### src/rtl/instr_fetch_if.sv
// Fetch-stage bus: instruction memory port plus the IF/ID valid/ready output register.
interface instr_fetch_if #(
  parameter int ADDR_W = 10,
  parameter int DATA_W = 16
);
  logic [ADDR_W-1:0] imem_addr;
  logic [DATA_W-1:0] imem_data;
  logic              out_valid;
  logic              out_ready;
  logic [DATA_W-1:0] out_instr;
  logic [ADDR_W-1:0] out_pc;

  modport master (
    output imem_addr, out_valid, out_instr, out_pc,
    input  imem_data, out_ready
  );

  modport slave (
    input  imem_addr, out_valid, out_instr, out_pc,
    output imem_data, out_ready
  );
endinterface

### src/rtl/instr_fetch_unit.sv
// Instruction fetch stage: owns the PC, reads asynchronous instruction memory and
// fills the IF/ID register; handles redirect flushes, the halt word and start/restart.
module instr_fetch_unit #(
  parameter int                ADDR_W    = 10,
  parameter int                DATA_W    = 16,
  parameter logic [ADDR_W-1:0] RESET_PC  = '0,
  parameter logic [DATA_W-1:0] HALT_WORD = DATA_W'(16'hFF00)
) (
  input  logic              clk,
  input  logic              rst_n,
  input  logic              start,
  input  logic              redirect,
  input  logic [ADDR_W-1:0] redirect_pc,
  instr_fetch_if.master     bus,
  output logic              halted,
  output logic [15:0]       fetch_count
);

  typedef enum logic [1:0] {
    IDLE,
    RUN,
    HALTED
  } state_t;

  state_t            state;
  logic [ADDR_W-1:0] pc;
  logic              valid;
  logic [DATA_W-1:0] instr;
  logic [ADDR_W-1:0] instr_pc;
  logic              adv;
  logic              accept;

  assign bus.imem_addr = pc;
  assign bus.out_valid = valid;
  assign bus.out_instr = instr;
  assign bus.out_pc    = instr_pc;

  assign adv    = (state == RUN) && (!valid || bus.out_ready);
  assign accept = valid && bus.out_ready;

  always_ff @(posedge clk or negedge rst_n) begin
    if (!rst_n) begin
      state       <= IDLE;
      pc          <= RESET_PC;
      valid       <= 1'b0;
      instr       <= '0;
      instr_pc    <= '0;
      halted      <= 1'b0;
      fetch_count <= '0;
    end else begin
      // The handshake is counted even when a redirect flushes the register this cycle.
      if (accept && (fetch_count != '1))
        fetch_count <= fetch_count + 16'd1;

      if (redirect) begin
        pc     <= redirect_pc;
        valid  <= 1'b0;
        state  <= RUN;
        halted <= 1'b0;
      end else begin
        case (state)
          IDLE: begin
            if (start)
              state <= RUN;
          end
          RUN: begin
            if (adv) begin
              instr    <= bus.imem_data;
              instr_pc <= pc;
              valid    <= 1'b1;
              pc       <= pc + ADDR_W'(1);
              // The halt word itself still goes downstream; fetching stops after it.
              if (bus.imem_data == HALT_WORD) begin
                state  <= HALTED;
                halted <= 1'b1;
              end
            end
          end
          HALTED: begin
            if (accept)
              valid <= 1'b0;
            if (start) begin
              state  <= RUN;
              halted <= 1'b0;
            end
          end
          default: begin
            state  <= IDLE;
            halted <= 1'b0;
          end
        endcase
      end
    end
  end

endmodule

### src/flat_wrapper.sv
// flat-port wrapper written by rule: the top's interface ports become plain ports
module instr_fetch_unit_flat 
#(
  parameter int                ADDR_W    = 10,
  parameter int                DATA_W    = 16,
  parameter logic [ADDR_W-1:0] RESET_PC  = '0,
  parameter logic [DATA_W-1:0] HALT_WORD = DATA_W'(16'hFF00)
)
  (clk, rst_n, start, redirect, redirect_pc, halted, fetch_count, bus_imem_addr, bus_out_valid, bus_out_instr, bus_out_pc, bus_imem_data, bus_out_ready);
  instr_fetch_if #(.ADDR_W(ADDR_W), .DATA_W(DATA_W)) bus_i ();
  input  logic clk;
  input  logic rst_n;
  input  logic start;
  input  logic redirect;
  input  logic [ADDR_W-1:0] redirect_pc;
  output logic halted;
  output logic [15:0] fetch_count;
  output wire logic [$bits(bus_i.imem_addr)-1:0] bus_imem_addr;
  output wire logic [$bits(bus_i.out_valid)-1:0] bus_out_valid;
  output wire logic [$bits(bus_i.out_instr)-1:0] bus_out_instr;
  output wire logic [$bits(bus_i.out_pc)-1:0] bus_out_pc;
  input wire logic [$bits(bus_i.imem_data)-1:0] bus_imem_data;
  input wire logic [$bits(bus_i.out_ready)-1:0] bus_out_ready;
  assign bus_imem_addr = bus_i.imem_addr;
  assign bus_out_valid = bus_i.out_valid;
  assign bus_out_instr = bus_i.out_instr;
  assign bus_out_pc = bus_i.out_pc;
  assign bus_i.imem_data = bus_imem_data;
  assign bus_i.out_ready = bus_out_ready;
  instr_fetch_unit #(.ADDR_W(ADDR_W), .DATA_W(DATA_W), .RESET_PC(RESET_PC), .HALT_WORD(HALT_WORD)) u_core (.clk(clk), .rst_n(rst_n), .start(start), .redirect(redirect), .redirect_pc(redirect_pc), .bus(bus_i), .halted(halted), .fetch_count(fetch_count));
endmodule
### config.mk
export PLATFORM = sky130hd
export DESIGN_NAME = instr_fetch_unit_flat
export DESIGN_NICKNAME = d
export VERILOG_FILES = /design/src/rtl/instr_fetch_if.sv /design/src/rtl/instr_fetch_unit.sv /design/src/flat_wrapper.sv
export SDC_FILE = /design/constraint.sdc
export NUM_CORES = 1
export LEC_CHECK = 0
export CORE_MARGIN = 2
export CORE_UTILIZATION = 45
export DETAILED_ROUTE_END_ITERATION = 8
export PLACE_DENSITY = 0.81
export SKIP_CTS_REPAIR_TIMING = 1
export SLEW_MARGIN = 25
export SYNTH_ARGS = -nofsm -noshare
export SYNTH_HDL_FRONTEND = slang
export SYNTH_SLANG_ARGS = --single-unit
### constraint.sdc
create_clock -name clk -period 2.26 [get_ports clk]
set_input_delay 0.339 -clock clk [delete_from_list [all_inputs] [get_ports clk]]
set_output_delay 0.339 -clock clk [all_outputs]
set_load 0.02 [all_outputs]
After elaboration in Yosys (flattened, before gate mapping)
Index checks and enable logic that the tools add are counted.
- register bits after elaboration: 56
- input bits: 31
- output and inout bits: 54
- word-level logic and storage cells: 52
- add/sub/neg operators: 2
- eq/ne operators: 10
- multiplexer cells: 17
- bitwise gates (word level): 1
- reductions and logical operators: 15
- operators with widths (cell ; count):
    2-to-1 mux 10 bit ; 3
    adder 16 x 1 -> 16 bit (second input constant) ; 1
    equality test 16 bit (second input constant) ; 1
    inequality test 16 bit (second input constant) ; 1
    adder 10 x 1 -> 10 bit (second input constant) ; 1
    AND reduction 3 bit ; 3
    2-to-1 mux 2 bit ; 4
    2-to-1 mux 1 bit ; 7
    inequality test 3 x 2 -> 1 bit (second input constant) ; 2
    inequality test 3 bit (second input constant) ; 2
    one-hot mux 2 bit (2 select lines) ; 1
    AND reduction 4 bit ; 1
    nonzero test 2 bit ; 2
    logical AND 1 bit ; 3
    inequality test 3 x 1 -> 1 bit (second input constant) ; 1
    one-hot mux 1 bit (3 select lines) ; 1
    nonzero test 3 bit ; 1
    equality test 2 x 1 -> 1 bit (second input constant) ; 1
    equality test 2 bit (second input constant) ; 1
    zero test 2 bit ; 1
    inequality test 2 bit (second input constant) ; 1
    one-hot mux 1 bit (2 select lines) ; 1
    AND reduction 2 bit ; 1
    OR reduction 2 bit ; 1
    3 further kinds ; 3

Logic depth before layout (Yosys ltp)
- word-level depth: 6
- depth in mapped cells: 5
- mapped depth without buffers: 5

Least setup slack after synthesis
Ideal clock, no wire load.
- path type: flip-flop to flip-flop
- start: reg u_core.fetch_count[0]
- end: reg u_core.fetch_count[7]
- library setup time: 0.132 ns
- data arrival time: 1.791 ns
- data required time: 2.128 ns
- path slack: 0.337 ns
- stages on the path, launching flop included: 6
- buffers on the path: 0
- period minus slack after synthesis: 1.923 ns
- cells stage by stage: dfrtp_1 ha_1 nand3_1 nor4_1 and4bb_2 xor2_1
- cells in the longest elaborated chain, start to end: 2
- elaborated cells on any way between the ends: 3
- classes of those cells: add/sub: 1; eq/ne: 1; reduce/logical: 1
- RTL lines (element ; RTL line ; RTL):
    start: declaration ; instr_fetch_unit.sv:16 ; output logic [15:0] fetch_count
    start signal: assignment ; instr_fetch_unit.sv:53 ; fetch_count <= fetch_count + 16'd1;
    parallel branches: the longest is 2 deep, another holds adder 16 x 1 -> 16 bit ; n/a ;
Parallel ways; which one is timed is not known.
A chain may end at the register's enable or synchronous reset.

Worst setup path in the final report
- start: reg u_core.state[1]
- end: reg u_core.pc[9], in the netlist u_core.bus.imem_addr[9]
- cells in the longest elaborated chain, start to end: 4
- elaborated cells on any way between the ends: 5
- classes of those cells: eq/ne: 1; reduce/logical: 4
- RTL lines (element ; RTL line ; RTL):
    start: declaration ; instr_fetch_unit.sv:25 ; state_t state;
    start signal: assignment ; instr_fetch_unit.sv:43 ; state <= IDLE;
    start signal: assignment ; instr_fetch_unit.sv:58 ; state <= RUN;
    start signal: assignment ; instr_fetch_unit.sv:64 ; state <= RUN;
    equality test 2 x 1 -> 1 bit (*) ; instr_fetch_unit.sv:38, instr_fetch_unit.sv:61 ;
    logical AND 1 bit ; instr_fetch_unit.sv:38 ; assign adv = (state == RUN) && (!valid || bus.out_ready);
    nonzero test 2 bit (no line) ; n/a ;
    AND reduction 2 bit (no line) (*) ; n/a ;
    end signal: assignment ; instr_fetch_unit.sv:56 ; pc <= redirect_pc;
    end signal: assignment ; instr_fetch_unit.sv:71 ; pc <= pc + ADDR_W'(1);
    end: declaration ; instr_fetch_unit.sv:26 ; logic [ADDR_W-1:0] pc;
Mark *: on every way between the ends. The rest lies on a longest branch, timed or not.

==> impl_metrics.yaml <==
outcome:
  run_status: "finished, final reports clean"
synth:
  synth_area_leaders: "dfrtp_1 55%, mux2_2 12%, xnor2_1 5.5%"
  yosys.area.top_type: "dfrtp_1"
  syn-num-nets: 246
  syn_area_per_cell_sq_um: 11.87
  netlist_area_sq_um: 2527
  synth_edf_count: 0
  ys.flop_type: "dfrtp_1"
  yosys_register_bits: 56
  async_flop_share_pct: 100.0
  ys_seq_area_share_pct: 55.45
  synth_top_cell_area_share_pct: 55.45
  synth_cells: 213
  synth_most_common_cell: "dfrtp_1"
  synth_warnings: 0
  yosys.cell_types.count: 35
  synth_common_cells: "56 x dfrtp_1, 27 x mux2_2, 16 x nand2_1, 16 x xnor2_1, 11 x nor2_1"
worst_setup_path:
  crit_required_ns: 2.49
  crit_type: "register to register"
  rr_worst_depth: 4
  end_kind: "register"
  worst_r2r_endpoint: "u_core.bus.imem_addr[9]"
  crit_path_max_fanout: 10
  crit_chain: "nand2b_1, or3_4, or4_1, a31oi_1"
  critPathLaunchType: "register"
  slowest_stage: "or3_4"
  slowest_delay_ns: 0.48
  r2r_start: "u_core.state[1]"
  worstPathArrival_ns: 2.18
  reg2reg_setup_slack_ns: 0.31
sta:
  max-slew-margin-rel_pct: 60.72
  tightestPinTransition_ns: 0.5892
  rsz0062_at_grt: "no"
  final-hold-violation-count: 0
  fin_crit_ns: 1.953
  fin_skew_ns: 0.005847
  hold_ws_ns: 0.02754
  finalSetupViolCount: 0
  finalCritPeriodShare_pct: 86.40
  slew_violations: 0
  setup-tns-final_ns: 0
  max_freq_mhz: 512.1
finish:
  area_delta_synth_final_pct: 44.01
  layout-drive-gt1-share_pct: 15.03
  antennaDiodeCount: 0
  final_net_count: 339
route:
  drt_wl_total_mm: 5.592
  wl_per_cell_um: 14.79
  antenna_left: 0
  post-route-drc-count: 0
  vias: 2003
  vias_per_cell: 5.299
  drt-initial-drc-count: 56
  first_pass_iters: 4
cts:
  cts.sinks: 56
  cts_root_buffer: "clkbuf_8"
  cts_max_level: 2
  cts_tree: "built"
  cts_made_buffers: 5
  clk_path_buf_depth: 2
  clkTransAtPathRegs_ns: 0.09
  clkLatencyLatePin_ns: 0.30
power_and_ir_drop:
  p_leak_nw: 1.495
  p_total_mw: 2.825
  p_int_mw: 2.013
  vdd_drop_max_mv: 0.5070
  power_density_nw_per_um2: 776.1
  combPwrFrac_pct: 28.5
  switching_power_uw: 812.2
  clock_power_share_pct: 26.2
  seq_power_share_pct: 45.3
  switching_share_pct: 28.75
grt:
  antenna_found_initial: 0
  grt_use_total_pct: 18.67
  overflow: 0
  grt_pass1_wl_mm: 9.197
  first_global_vias: 1963
  grt_max_degree: 33
floorplanning:
  coreArea_sq_um: 5473
  rows: 27
  start_util_pct: 46.18
  fp.dieW_um: 78.95
  ioPinCount: 85
  dieArea_sq_um: 6232
  fp.dieH_um: 78.95
placement:
  place_hpwl_mm: 4.265
  io_buffers: 84
  gp_congestion: 0.7542
worst_hold_path:
  worstHoldPathType: "input pin to async pin"
flow_run:
  maxCapViolCount: 0
[power by group through the flow]
stage | registers [mW] | logic, mW | clock network (mW)
final | 1.28 | 0.805 | 0.741
after global routing | 1.30 | 0.858 | 0.813
after CTS | 1.28 | 0.815 | 0.763
after detailed placement | 1.29 | 0.812 | 0
after global placement | 1.29 | 0.797 | 0
after floorplan | 1.45 | 0.216 | 0
[kinds of logic (layout without fill, tap and decap cells)]
group                      after synthesis  in the layout  share of synthesized area (%)
AOI/OAI and AO/OA                       21             21                          5.248
muxes                                   28             28                          12.43
and+or+nand+nor                         73             73                          16.19
xor gates and xnor gates                22             22                          7.624
DFF                                     56             56                          55.45
adders and majority gates                2              2                         0.9899
buffers and inverters                   11            104                          2.079
[placed cells by master (no fill, tap or decap), types with 4 or more instances in the layout]
| cell type | instances |
|---|---|
| inv_1 | 5 |
| nand3_1 | 8 |
| nor2_1 | 11 |
| dfrtp_1 | 56 |
| buf_4 | 6 |
| clkdlybuf4s50_1 | 83 |
| xor2_1 | 6 |
| nand4_1 | 8 |
| nand2b_1 | 4 |
| nand2_1 | 16 |
| clkbuf_8 | 5 |
| xnor2_1 | 16 |
| nor4_1 | 6 |
| o21ai_0 | 10 |
| mux2_2 | 27 |
[flip-flops by register name, summed over array words and instances (netlist names)]
name	cells
u_core.state	2
u_core.bus.out_instr	16
u_core.fetch_count	16
u_core.halted	1
u_core.bus.out_pc	10
u_core.bus.out_valid	1
u_core.bus.imem_addr	10
[layout make-up]
type	instances	area, sq um
multi-input cells	146	1080
repair buffers	92	920.9
clock buffers	5	68.82
clock inverters	2	60.06
well taps	72	90.09
inverters	5	18.77
fillers	453	1833
flip-flops and latches	56	1401
[routing by layer]
metal / track usage, % / routed length [um]
met5: 0 / 0
met4: 3.966 / 24
met3: 3.977 / 223
met2: 31.88 / 2844
met1: 24.75 / 2500
[worst max-delay path by stage]
stage	startpoint	endpoint	slack (ns)	cells past startpoint
floorplan	u_core.fetch_count[0]	u_core.fetch_count[7]	0.34	5
global placement	bus_imem_data[1]	u_core.state[0]	0.003	6
detailed placement	bus_imem_data[1]	u_core.state[0]	0.05	6
CTS	u_core.state[1]	u_core.bus.imem_addr[9]	0.31	4
global route	u_core.state[1]	u_core.bus.imem_addr[9]	0.18	4
finish	u_core.state[1]	u_core.bus.imem_addr[9]	0.31	4
[stage by stage]
stage               setup WS, ns  cell area, sq um  cells  utilization, %
floorplan                 0.3367              2527    213               -
global placement        0.002659              3511    371           64.15
detailed placement       0.05052              3511    371           64.15
CTS                       0.3087              3640    378           66.51
global route              0.1753              3640    378           66.51
finish                    0.3074              3640    378           66.51
[worst max-delay path, delay by kind of cell, from the launching register on]
| kind | cells | cell delay [ns] |
|---|---|---|
| AND/OR/NAND/NOR | 3 | 1.30 |
| flip-flops | 1 | 0.42 |
| AO/OA/AOI/OAI | 1 | 0.16 |
No activity file was read; power rests on OpenSTA's default activity.
